--- src/rtl/uart_command_assembler_pkg.sv ---
// Shared command definitions: FSM encodings, default limits and the command record.
package uart_command_assembler_pkg;

  localparam int         TIMEOUT_CLOCKS_DEF   = 8680;
  localparam logic [7:0] MAX_REQUEST_CODE_DEF = 8'h06;
  localparam logic [7:0] MAX_ADDRESS_DEF      = 8'h1F;

  localparam logic [1:0] ST_WAIT_CODE = 2'd0;
  localparam logic [1:0] ST_WAIT_ADDR = 2'd1;
  localparam logic [1:0] ST_CHECK     = 2'd2;
  localparam logic [1:0] ST_PENDING   = 2'd3;

  typedef struct packed {
    logic [7:0] code;
    logic [7:0] addr;
  } cmd_t;

  function automatic logic cmd_legal(cmd_t c, logic [7:0] max_code, logic [7:0] max_addr);
    return (c.code <= max_code) && (c.addr <= max_addr);
  endfunction

endpackage

--- src/rtl/uart_command_assembler_if.sv ---
// Byte-in / command-out signal bundle between UART receiver, assembler and consumer.
interface uart_command_assembler_if;
  logic       has_data;
  logic [7:0] data_received;
  logic       command_ready;
  logic       command_valid;
  logic [7:0] request_code;
  logic [7:0] sensor_address;
  logic       frame_error;
  logic       overrun;

  modport master (
    output has_data, data_received, command_ready,
    input  command_valid, request_code, sensor_address, frame_error, overrun
  );

  modport slave (
    input  has_data, data_received, command_ready,
    output command_valid, request_code, sensor_address, frame_error, overrun
  );
endinterface

--- src/rtl/uart_command_assembler_timer.sv ---
// Inter-byte timer: saturating up-counter, expired once TIMEOUT_CLOCKS-1 is reached.
module inter_byte_timer #(
  parameter int TIMEOUT_CLOCKS = 8680
) (
  input  logic clock,
  input  logic reset,
  input  logic clear,
  input  logic enable,
  output logic expired
);
  localparam int           W    = (TIMEOUT_CLOCKS > 1) ? $clog2(TIMEOUT_CLOCKS) : 1;
  localparam logic [W-1:0] LAST = W'(TIMEOUT_CLOCKS - 1);

  logic [W-1:0] count;

  assign expired = (count == LAST);

  // Holding at LAST keeps the counter from wrapping if the FSM lingers.
  always_ff @(posedge clock or posedge reset) begin
    if (reset)                    count <= '0;
    else if (clear)               count <= '0;
    else if (enable && !expired)  count <= count + W'(1);
  end
endmodule

--- src/rtl/uart_command_assembler.sv ---
// Assembles two UART bytes (code, address) into a range-checked command with ready/valid hand-off.
module uart_command_assembler
  import uart_command_assembler_pkg::*;
#(
  parameter int         TIMEOUT_CLOCKS   = uart_command_assembler_pkg::TIMEOUT_CLOCKS_DEF,
  parameter logic [7:0] MAX_REQUEST_CODE = uart_command_assembler_pkg::MAX_REQUEST_CODE_DEF,
  parameter logic [7:0] MAX_ADDRESS      = uart_command_assembler_pkg::MAX_ADDRESS_DEF
) (
  input logic                     clock,
  input logic                     reset,
  uart_command_assembler_if.slave bus
);
  logic [1:0] state;
  cmd_t       cmd;
  logic       take_code;
  logic       timer_enable;
  logic       timer_expired;

  // A code byte is accepted when idle, or when it arrives on the handshake edge.
  assign take_code    = bus.has_data &&
                        ((state == ST_WAIT_CODE) || (state == ST_PENDING && bus.command_ready));
  assign timer_enable = (state == ST_WAIT_ADDR) && !bus.has_data;

  inter_byte_timer #(.TIMEOUT_CLOCKS(TIMEOUT_CLOCKS)) u_timer (
    .clock  (clock),
    .reset  (reset),
    .clear  (take_code),
    .enable (timer_enable),
    .expired(timer_expired)
  );

  always_ff @(posedge clock or posedge reset) begin
    if (reset) begin
      state              <= ST_WAIT_CODE;
      cmd                <= '0;
      bus.command_valid  <= 1'b0;
      bus.request_code   <= 8'h00;
      bus.sensor_address <= 8'h00;
      bus.frame_error    <= 1'b0;
      bus.overrun        <= 1'b0;
    end else begin
      bus.frame_error <= 1'b0;
      bus.overrun     <= 1'b0;
      if (take_code) cmd.code <= bus.data_received;
      case (state)
        ST_WAIT_CODE: if (bus.has_data) state <= ST_WAIT_ADDR;
        ST_WAIT_ADDR: begin
          if (bus.has_data) begin
            cmd.addr <= bus.data_received;
            state    <= ST_CHECK;
          end else if (timer_expired) begin
            bus.frame_error <= 1'b1;
            state           <= ST_WAIT_CODE;
          end
        end
        ST_CHECK: begin
          bus.overrun <= bus.has_data;
          if (cmd_legal(cmd, MAX_REQUEST_CODE, MAX_ADDRESS)) begin
            bus.request_code   <= cmd.code;
            bus.sensor_address <= cmd.addr;
            bus.command_valid  <= 1'b1;
            state              <= ST_PENDING;
          end else begin
            bus.frame_error <= 1'b1;
            state           <= ST_WAIT_CODE;
          end
        end
        ST_PENDING: begin
          if (bus.command_ready) begin
            bus.command_valid <= 1'b0;
            state             <= bus.has_data ? ST_WAIT_ADDR : ST_WAIT_CODE;
          end else begin
            bus.overrun <= bus.has_data;
          end
        end
        default: state <= ST_WAIT_CODE;
      endcase
    end
  end
endmodule

--- src/flat_wrapper.sv ---
// flat-port wrapper written by rule: the top's interface ports become plain ports
module uart_command_assembler_flat import uart_command_assembler_pkg::*;
#(
  parameter int         TIMEOUT_CLOCKS   = uart_command_assembler_pkg::TIMEOUT_CLOCKS_DEF,
  parameter logic [7:0] MAX_REQUEST_CODE = uart_command_assembler_pkg::MAX_REQUEST_CODE_DEF,
  parameter logic [7:0] MAX_ADDRESS      = uart_command_assembler_pkg::MAX_ADDRESS_DEF
)
  (clock, reset, bus_has_data, bus_data_received, bus_command_ready, bus_command_valid, bus_request_code, bus_sensor_address, bus_frame_error, bus_overrun);
  uart_command_assembler_if bus_i ();
  input logic clock;
  input logic reset;
  input wire logic [$bits(bus_i.has_data)-1:0] bus_has_data;
  input wire logic [$bits(bus_i.data_received)-1:0] bus_data_received;
  input wire logic [$bits(bus_i.command_ready)-1:0] bus_command_ready;
  output wire logic [$bits(bus_i.command_valid)-1:0] bus_command_valid;
  output wire logic [$bits(bus_i.request_code)-1:0] bus_request_code;
  output wire logic [$bits(bus_i.sensor_address)-1:0] bus_sensor_address;
  output wire logic [$bits(bus_i.frame_error)-1:0] bus_frame_error;
  output wire logic [$bits(bus_i.overrun)-1:0] bus_overrun;
  assign bus_i.has_data = bus_has_data;
  assign bus_i.data_received = bus_data_received;
  assign bus_i.command_ready = bus_command_ready;
  assign bus_command_valid = bus_i.command_valid;
  assign bus_request_code = bus_i.request_code;
  assign bus_sensor_address = bus_i.sensor_address;
  assign bus_frame_error = bus_i.frame_error;
  assign bus_overrun = bus_i.overrun;
  uart_command_assembler #(.TIMEOUT_CLOCKS(TIMEOUT_CLOCKS), .MAX_REQUEST_CODE(MAX_REQUEST_CODE), .MAX_ADDRESS(MAX_ADDRESS)) u_core (.clock(clock), .reset(reset), .bus(bus_i));
endmodule
--- config.mk ---
export PLATFORM = sky130hd
export DESIGN_NAME = uart_command_assembler_flat
export DESIGN_NICKNAME = d
export VERILOG_FILES = /design/src/rtl/uart_command_assembler_pkg.sv /design/src/rtl/uart_command_assembler_if.sv /design/src/rtl/uart_command_assembler_timer.sv /design/src/rtl/uart_command_assembler.sv /design/src/flat_wrapper.sv
export SDC_FILE = /design/constraint.sdc
export NUM_CORES = 1
export LEC_CHECK = 0
export ABC_CLOCK_PERIOD_IN_PS = 2600
export CORE_ASPECT_RATIO = 1.4
export CORE_UTILIZATION = 39
export CTS_CLUSTER_DIAMETER = 150
export DETAILED_ROUTE_END_ITERATION = 10
export GPL_ROUTABILITY_DRIVEN = 0
export HOLD_SLACK_MARGIN = 0.02
export PLACE_DENSITY = 0.67
export SYNTH_ARGS = -nofsm -noshare
export SYNTH_HDL_FRONTEND = slang
export SYNTH_HIERARCHICAL = 1
export SYNTH_SLANG_ARGS = --single-unit
--- constraint.sdc ---
create_clock -name clock -period 2.6 [get_ports clock]
set_input_delay 0.52 -clock clock [delete_from_list [all_inputs] [get_ports clock]]
set_output_delay 0.52 -clock clock [all_outputs]
set_load 0.03 [all_outputs]
### After elaboration in Yosys (flattened, before gate mapping)

Index checks and enable logic that the tools add are counted.
Widths: inputs -> output; s select.

| storage, ports and cells | value |
|---|---|
| output and inout port bits | 19 |
| bits of input ports | 12 |
| logic and storage cells | 53 |
| bits in registers | 51 |

| cells by class | value |
|---|---|
| add/subtract/negate cells | 1 |
| muxes and demuxes | 18 |
| eq/ne operators | 8 |
| reduce and logical (&&, ||, !) cells | 15 |
| $lt $le $gt $ge | 2 |

Operators with widths:

| cell | count |
|---|---|
| $mux 14 | 2 |
| $add 14x1->14 const B | 1 |
| $eq 14x14->1 const B | 1 |
| $mux 2 | 5 |
| $le 8x3->1 const B | 1 |
| $le 8x5->1 const B | 1 |
| $pmux 2 s4 | 1 |
| $mux 1 | 7 |
| $pmux 1 s2 | 3 |
| $reduce_and 3->1 | 2 |
| $logic_and 1x1->1 | 5 |
| $eq 2x2->1 const B | 2 |
| $ne 2x2->1 const B | 2 |
| $reduce_and 2->1 | 2 |
| $reduce_bool 2->1 | 2 |
| $ne 3x3->1 const B | 1 |
| $eq 2x1->1 const B | 1 |
| $logic_not 1->1 | 2 |
| $logic_not 2->1 | 1 |
| $ne 2x1->1 const B | 1 |
| $logic_or 1x1->1 | 1 |

### Longest topological paths before layout

| depth | value |
|---|---|
| word-level depth | 5 |
| gate-level depth with buffers | 7 |
| mapped depth without buffers | 7 |

### Cells and area by module

The synthesis kept the hierarchy.

By module, submodules not included:

| module | cells an instance | sequential area each (µm²) | instances | area each (µm²) |
|---|---|---|---|---|
| uart_command_assembler | 111 | 925.9 | 1 | 1601.5 |
| inter_byte_timer | 78 | 350.3 | 1 | 734.5 |

### Worst setup path before layout

OpenSTA, ideal clock, no wires.

| timing | value |
|---|---|
| kind | input port to flip-flop |
| start | in bus_has_data |
| end | reg u_core.u_timer.count[13] |
| stages | 6 |
| required time | 2480 ps |
| arrival | 2003 ps |
| setup time | 120 ps |
| buffers on the path | 1 |
| path slack | 476 ps |
| cells stage by stage | clkbuf_1 nor2b_1 nand4_1 nor4_1 a21oi_1 a31o_2 |

| between the ends | value |
|---|---|
| cells in the longest elaborated chain, start to end | 4 |
| elaborated cells on any way between the ends | 6 |
| those cells by class | mux (1); reduce/logical (5) |

Ends and longest elaborated chain:

| item | line | source |
|---|---|---|
| start: declaration | flat_wrapper.sv:12 | `input wire logic [$bits(bus_i.has_data)-1:0] bus_has_data;` |
| $logic_not 1->1 | uart_command_assembler.sv:22 | `assign timer_enable = (state == ST_WAIT_ADDR) && !bus.has_data;` |
| $logic_and 1x1->1 | uart_command_assembler.sv:22 |  |
| named net u_core.timer_enable | uart_command_assembler.sv:16 | `logic timer_enable;` |
| $logic_and 1x1->1 | uart_command_assembler_timer.sv:22 | `else if (enable && !expired) count <= count + W'(1);` |
| $reduce_bool 2->1 (no source line) | - |  |
| end signal: assignment | uart_command_assembler_timer.sv:22 |  |
| end: declaration | uart_command_assembler_timer.sv:14 | `logic [W-1:0] count;` |

The timed path passes the listed nets, and every way through them passes these cells.
A chain may end at the register's enable or synchronous reset.

### Final worst setup path

| timing | value |
|---|---|
| start | reg u_core.u_timer.count[9] |
| end | reg u_core.state[0] |

| between the ends | value |
|---|---|
| cells in the longest elaborated chain, start to end | 3 |

Ends and longest elaborated chain:

| item | line | source |
|---|---|---|
| $eq 14x14->1 | uart_command_assembler_timer.sv:16 | `assign expired = (count == LAST);` |
| named net u_core.timer_expired | uart_command_assembler.sv:17 | `logic timer_expired;` |
| $ne 3x3->1 (no source line) | - |  |
| $reduce_and 3->1 (no source line) | - |  |
| end signal: assignment | uart_command_assembler.sv:71 | `state <= bus.has_data ? ST_WAIT_ADDR : ST_WAIT_CODE;` |
| end: declaration | uart_command_assembler.sv:13 | `logic [1:0] state;` |

The timed path passes the listed nets, and every way through them passes these cells.

==> run_results.csv <==
group,metric,value,unit
status,status,"completed",
synth,synth-xor-area-share,0.0300,
critical_path,cp_max_fo,4,
detailed_routing,drtAntennaViolNets,0,
floorplanning,design.die.area,0.00631,mm^2
synth,synth-seq-cells,51,
power_and_ir_drop,finalPower,0.00265,W
power_and_ir_drop,ir_drop,654,uV
finish,antennaDiodeCount,0,
global_route,gr-total-overflow,0,
global_route,grt_pass1_wl,7220,um
detailed_routing,wl_met2,2050,um
synth,yosysSeqAreaShare,0.546,
synth,synth_cells,189,
critical_path,cp.arrival,2.37,ns
synth,syn_area,0.00234,mm^2
sta,skew,0.00438,ns
power_and_ir_drop,clkPwrFrac,0.251,
sta,slew_viol_final,0,
global_route,track_usage,0.154,
synth,ys_types,40,
detailed_routing,drt-initial-drc-count,45,
detailed_routing,dr.max_layer_used,"met4",
sta,timing_hold_violations_final,0,
floorplanning,ioPinCount,31,
finish,fin_nets,247,
worst_hold_path,hp-class,"reg2reg",
sta,timing.fmax,456,MHz
global_route,grt_max_degree,38,
finish,postLayoutCellArea,0.00289,mm^2
clock_tree,clock_sinks,51,
clock_tree,clkTransAtPathRegs,0.10,ns
synth,synth_mux_area_frac,0.116,
sta,rsz0062_at_grt,"no",
finish,area_growth,23.8,%
synth,synthAdderAreaFrac,0.0321,
job,cap_violations,0,
clock_tree,cts_tree,"done",
synth,synth.most_common_cell,"dfrtp_1",
detailed_routing,route.detailed.wl_per_inst,13.8,um
synth,synth_top_flop_cell,"dfrtp_1",
synth,synth_edf_count,0,
clock_tree,clock_latency,0.30,ns
power_and_ir_drop,pwr-share-comb,0.311,
power_and_ir_drop,p_seq_frac,0.438,
finish,fillCellCount,511,
synth,synth_nets,207,
synth,synth-simple-area-share,0.179,
critical_path,crit_type,"reg2reg",
floorplanning,core-area,0.00582,mm^2
synth,netlist_top_cells_count,"51 x dfrtp_1, 24 x mux2_2, 12 x nor2_1",
placement,placed_cells,292,
detailed_routing,drcViolationCount,0,
detailed_routing,route.met3.wl,185,um
clock_tree,cts_buffers,5,
detailed_routing,viasPerCell,5.06,
finish,drive_gt1_frac,0.257,
floorplanning,rows,33,
synth,yosys_warnings,6,
placement,dpl_cell_area,0.00275,mm^2
sta,min_period_over_period,0.844,
floorplanning,die_h,93.6,um
finish,fin_cells,300,
sta,period_needed,2.19,ns
sta,timing.setup.tns,0,ns
synth,yosys.area.top_type,"dfrtp_1",
floorplanning,start_util,0.401,
clock_tree,cts_max_level,2,
clock_tree,cts_hold_buf,0,
clock_tree,clock_path_buffers,2,
synth,synth_area_leaders,"dfrtp_1 55%, mux2_2 12%, ha_1 3.2%",
global_route,grt_antenna_before_repair,0,
detailed_routing,drt_first_pass_iters,4,
critical_path,cp-start-kind,"flip-flop",
power_and_ir_drop,power.share.switching,0.317,
global_route,grt_pass1_vias,1481,
synth,syn_area_per_cell,12.4,um^2
power_and_ir_drop,power_switching,0.000838,W
critical_path,worst_setup_path_end_kind,"flip-flop",
detailed_routing,routed-via-count,1519,
placement,portBuffers,30,
critical_path,required,2.78,ns
synth,synth_compound_area_frac,0.0702,
power_and_ir_drop,p_int,0.00181,W
synth,ys_async_sr_fraction,1.00,
floorplanning,dieWidth,67.4,um
sta,slew_headroom,0.646,
placement,dp_hpwl,2900,um
clock_tree,cts_resized,0,
clock_tree,clock-root-buffer,"clkbuf_8",
clock_tree,post_cts_buffers,0,
power_and_ir_drop,p_leak,1.27,nW
sta,whs,0.499,ns
detailed_routing,wirelength,4150,um
detailed_routing,wl_met1,1860,um
sta,worst_pin_slew,0.530,ns
sta,setup_viol,0,
synth,synth_top_family_by_area,"simple AND/OR/NAND/NOR gates",
synth,synth_top_area_share,0.546,
power_and_ir_drop,pwr_density_cell,915,mW/mm^2
[routing by layer]
metal,up-vias,track usage
li1,746,-
met1,741,0.202
met2,27,0.239
met3,5,0.0439
met4,0,0.0532
met5,-,0
[final cells by class]
class,instances,area [um^2],share of cell area
Sequential cell,51,1280,0.441
Multi-Input combinational cell,124,998,0.345
Timing Repair Buffer,37,353,0.122
Tap cell,70,87.6,0.0303
Clock inverter,3,71.3,0.0247
Clock buffer,5,68.8,0.0238
Inverter,10,37.5,0.0130
[state kept, by name, indices dropped and copies added, names as in the netlist]
register,count
u_core/u_timer/count,14
u_core/bus.command_valid,1
u_core/bus.overrun,1
u_core/bus.sensor_address,8
u_core/state,2
u_core/cmd,16
u_core/bus.request_code,8
u_core/bus.frame_error,1
[path summary, 6_finish.rpt]
path / startpoint / to / slack, ns / cells after the start
min reg2reg: u_core/bus.request_code[3]$_DFFE_PP0P_ / u_core/bus.request_code[3]$_DFFE_PP0P_ / 0.50 / 1
max: u_core/u_timer/count[9]$_DFFE_PP0P_ / u_core/state[0]$_DFFE_PP0P_ / 0.41 / 6
min: u_core/bus.request_code[3]$_DFFE_PP0P_ / u_core/bus.request_code[3]$_DFFE_PP0P_ / 0.50 / 1
min in group asynchronous: reset / u_core/u_timer/count[5]$_DFFE_PP0P_ / 0.57 / 2
max reg2reg: u_core/u_timer/count[9]$_DFFE_PP0P_ / u_core/state[0]$_DFFE_PP0P_ / 0.41 / 6
max in group asynchronous: reset / u_core/state[1]$_DFFE_PP0P_ / 1.62 / 3
[power by group through the flow]
stage / clock network, W / logic (W) / registers, W
2_1_floorplan: 0 / 0.000502 / 0.00124
4_1_cts: 0.000682 / 0.000837 / 0.00116
3_5_place_dp: 0 / 0.000831 / 0.00117
3_3_place_gp: 0 / 0.000817 / 0.00117
6_report: 0.000664 / 0.000823 / 0.00116
5_1_grt: 0.000715 / 0.000901 / 0.00119
[cell usage in the layout, fill, tap and decap left out, types with 2 or more instances in the layout]
cell type | Yosys | final
or3_1 | 2 | 2
a31oi_1 | 5 | 5
clkdlybuf4s50_1 | 0 | 30
clkbuf_8 | 0 | 5
ha_1 | 6 | 6
o21ai_0 | 2 | 2
bufinv_16 | 0 | 2
and2_1 | 5 | 5
buf_4 | 0 | 7
dfrtp_1 | 51 | 51
nand3_1 | 5 | 5
nand4_1 | 2 | 2
nand2b_1 | 5 | 5
xor2_1 | 2 | 2
inv_1 | 10 | 10
nor2b_1 | 3 | 3
nor4_1 | 3 | 3
nor2_1 | 12 | 12
nand2_1 | 6 | 6
and2_2 | 7 | 7
a31o_2 | 2 | 2
nor3_1 | 4 | 4
mux2_2 | 24 | 24
nor4_4 | 2 | 2
xnor2_1 | 6 | 6
a21oi_1 | 6 | 6
[cells by family after synthesis]
| logic type | Yosys count |
|---|---|
| mux | 24 |
| fa+ha+maj | 6 |
| buf+inv | 14 |
| simple gates | 64 |
| compound gates | 22 |
| flops | 51 |
| xor+xnor | 8 |
[stage by stage]
step | setup slack (ns) | utilization
floorplan | 0.476 | -
detailed placement | 0.419 | 0.473
CTS | 0.401 | 0.497
global placement | 0.440 | 0.473
global route | 0.248 | 0.497
finish | 0.407 | 0.497
[critical path: stages, from the launching register on]
cell and delay [ns]:
dfrtp_1 0.43, or4b_4 0.56, or4_4 0.52, inv_1 0.10, nor3b_1 0.06, nor3_1 0.26
a31oi_1 0.13
No activity file was read; power rests on OpenSTA's default activity.
==> RTL edit, RTL diff (same settings) <==
The package constant `TIMEOUT_CLOCKS_DEF` goes from 8680 to 34720.
--- a/src/rtl/uart_command_assembler_pkg.sv
+++ b/src/rtl/uart_command_assembler_pkg.sv
@@ -3,3 +3,3 @@
 
-  localparam int         TIMEOUT_CLOCKS_DEF   = 8680;
+  localparam int         TIMEOUT_CLOCKS_DEF   = 34720;
   localparam logic [7:0] MAX_REQUEST_CODE_DEF = 8'h06;
Check against the original RTL: no difference found for any inputs over 10 cycles, from zero or initial values and one cycle with reset high; that may be too few to reach the edited logic, so the function may still have changed.
==> RTL edit against the original RTL <==
Hold slack improved by 0.0068 ns. Sequential cell count rose by 2. Area after synthesis rose by 5.6%. Final area rose by 1.9%. Worst setup slack got worse by 0.019 ns. Power fell by 4.7%. Via count rose by 9.0%. Wire length rose by 9.3%. Largest power group unchanged. Highest routed layer unchanged.
==> RTL edit: results (changes against the original RTL) <==
Initial DRC count -> 73 (was 45)
Clk root buf -> clkbuf_8 (unchanged)
Hold WS -> 0.5063 ns (was 0.4995 ns)
Final Hold Viols -> 0 (unchanged)
Post-synthesis xor/xnor area fraction -> 2.841% (was 2.999%)
FF-to-FF Start -> u_core/u_timer/count[0] (was u_core/u_timer/count[9])
Main synth FF type -> dfrtp_1 (unchanged)
Mux contribution to synthesized area -> 11.36% (was 11.57%)
Layout Skew -> 0.002652 ns (was 0.004376 ns)
H-tree depth -> 2 (unchanged)
Hold WC Path Type -> reg2reg (unchanged)
Largest net degree at the start of global routing -> 38 (unchanged)
Crit path DAT -> 2.40 ns (was 2.37 ns)
Number of global-route vias before repair -> 1706 (was 1481)
Fin nets -> 252 (was 247)
CTS max path bufs -> 2 (unchanged)
Max VDD drop -> 508.0 uV (was 653.8 uV)
WL final -> 4.542 mm (was 4.154 mm)
Antenna Cells -> 0 (unchanged)
Hold path cells -> 1 (unchanged)
Async set or reset register ratio after synthesis -> 100.0% (unchanged)
Yosys Warn Count -> 6 (unchanged)
Seq/Total Area, Yosys -> 53.78% (was 54.63%)
Count of cell types in the netlist -> 46 (was 40)
Syn_nets -> 214 (was 207)
Status -> finished, final reports clean (unchanged)
Leakage -> 1.290 nW (was 1.275 nW)
Largest cells by area after synthesis -> dfrtp_1 54%, mux2_2 11%, ha_1 3.0% (was dfrtp_1 55%, mux2_2 12%, ha_1 3.2%)
Post-synth top cells -> 53 x dfrtp_1, 24 x mux2_2, 10 x inv_1 (was 51 x dfrtp_1, 24 x mux2_2, 12 x nor2_1)
Hold path start -> u_core/bus.request_code[4] (was u_core/bus.request_code[3])
Initial antenna violation count -> 0 (unchanged)
PortBufs -> 30 (unchanged)
Share of cells above drive strength 1 -> 24.68% (was 25.65%)
DPL Wire Length -> 3.291 mm (was 2.903 mm)
Largest registers -> u_core/cmd x16, u_core/u_timer/count x16 (was u_core/cmd x16, u_core/u_timer/count x14)
Crit-path max FO -> 5 (was 4)
Post-CTS sizing -> 0 (unchanged)
Mean post-synth cell area -> 12.58 um2 (was 12.36 um2)
Num CTS Buffers -> 5 (unchanged)
First-pass GRT wire length -> 8.045 mm (was 7.224 mm)
Adder-Cell Fraction of Synth Area -> 3.044% (was 3.214%)
Synth Area in Compound Gates -> 8.168% (was 7.017%)
Worst R2R Setup Slack -> 0.39 ns (was 0.41 ns)
Least-Margin Pin Slew -> 0.6405 ns (was 0.5303 ns)
Layout filler cell count -> 523 (was 511)
Total track usage -> 15.48% (was 15.38%)
Vias/cell -> 5.426 (was 5.063)
Hold Path End -> u_core/bus.request_code[4] (was u_core/bus.request_code[3])
Cells after DPL -> 297 (was 292)
Non-Filler Instances -> 305 (was 300)
R2R depth -> 6 (unchanged)
RTL edit: cell types whose count changed after synthesis, sizes merged, moves of 2 or more:
cell,delta
nand2,-5
nor4,+2
xnor2,-3
a31o,-2
nand4,+4
nand3,+2
nor3,-2
xor2,+3
dfrtp,+2
nor2,-3
o31a,+2
nand2b,-2
or3,+3
and4,+2
RTL edit: worst max-delay path: stages, from the launching register on:
cell,delay (ns)
dfrtp_1,0.43
ha_1,0.23
nand4_1,0.28
nor4_1,0.61
nor3b_1,0.13
nor3_1,0.28
a31oi_1,0.13
RTL edit: worst max path at each step:
stage	endpoint	slack, ns	cells past startpoint
2_1_floorplan	u_core/u_timer/count[15]	0.42	6
3_3_place_gp	u_core/u_timer/count[15]	0.34	6
3_5_place_dp	u_core/u_timer/count[15]	0.28	6
4_1_cts	u_core/state[0]	0.40	6
5_1_grt	u_core/state[0]	0.12	6
6_report	u_core/state[0]	0.39	6
RTL edit: through the flow:
stage | setup WS (ns) | total power, W | instance area, um2
4_1_cts | 0.3988 | 0.002558 | 2949
5_1_grt | 0.1175 | 0.002698 | 2949
3_3_place_gp | 0.3384 | 0.002055 | 2859
2_1_floorplan | 0.4165 | 0.001804 | 2466
6_report | 0.3872 | 0.002521 | 2949
3_5_place_dp | 0.2835 | 0.002077 | 2859
RTL edit: power breakdown:
part	internal, W	switching (W)	total, W	leakage (nW)
sequential	0.00103	0.000166	0.00120	0.696
combinational	0.000424	0.000425	0.000849	0.549
clock	0.000192	0.000279	0.000471	0.0445
RTL edit: kinds of logic (layout without fill, tap and decap cells):
group	count (synthesis)	count (layout)
simple gates	64	64
flops	53	53
compound gates	26	26
mux	25	25
buf+inv	14	53
xor+xnor	8	8
fa+ha+maj	6	6
RTL edit: per-layer routing:
layer / GRT usage [%] / part of all wire, %
met5: 0 / 0
met4: 6.122 / 1.2
met3: 4.398 / 5.2
met2: 26.13 / 52
met1: 18.76 / 42
RTL edit: layout make-up:
| type | instances | area, um2 | share of cell area, % |
|---|---|---|---|
| multi-input cells | 129 | 1070 | 36.28 |
| clock inverters | 3 | 21.27 | 0.7213 |
| inverters | 10 | 37.54 | 1.273 |
| clock buffers | 5 | 68.82 | 2.333 |
| repair buffers | 35 | 337.8 | 11.46 |
| flip-flops and latches | 53 | 1326 | 44.97 |
| well taps | 70 | 87.58 | 2.970 |
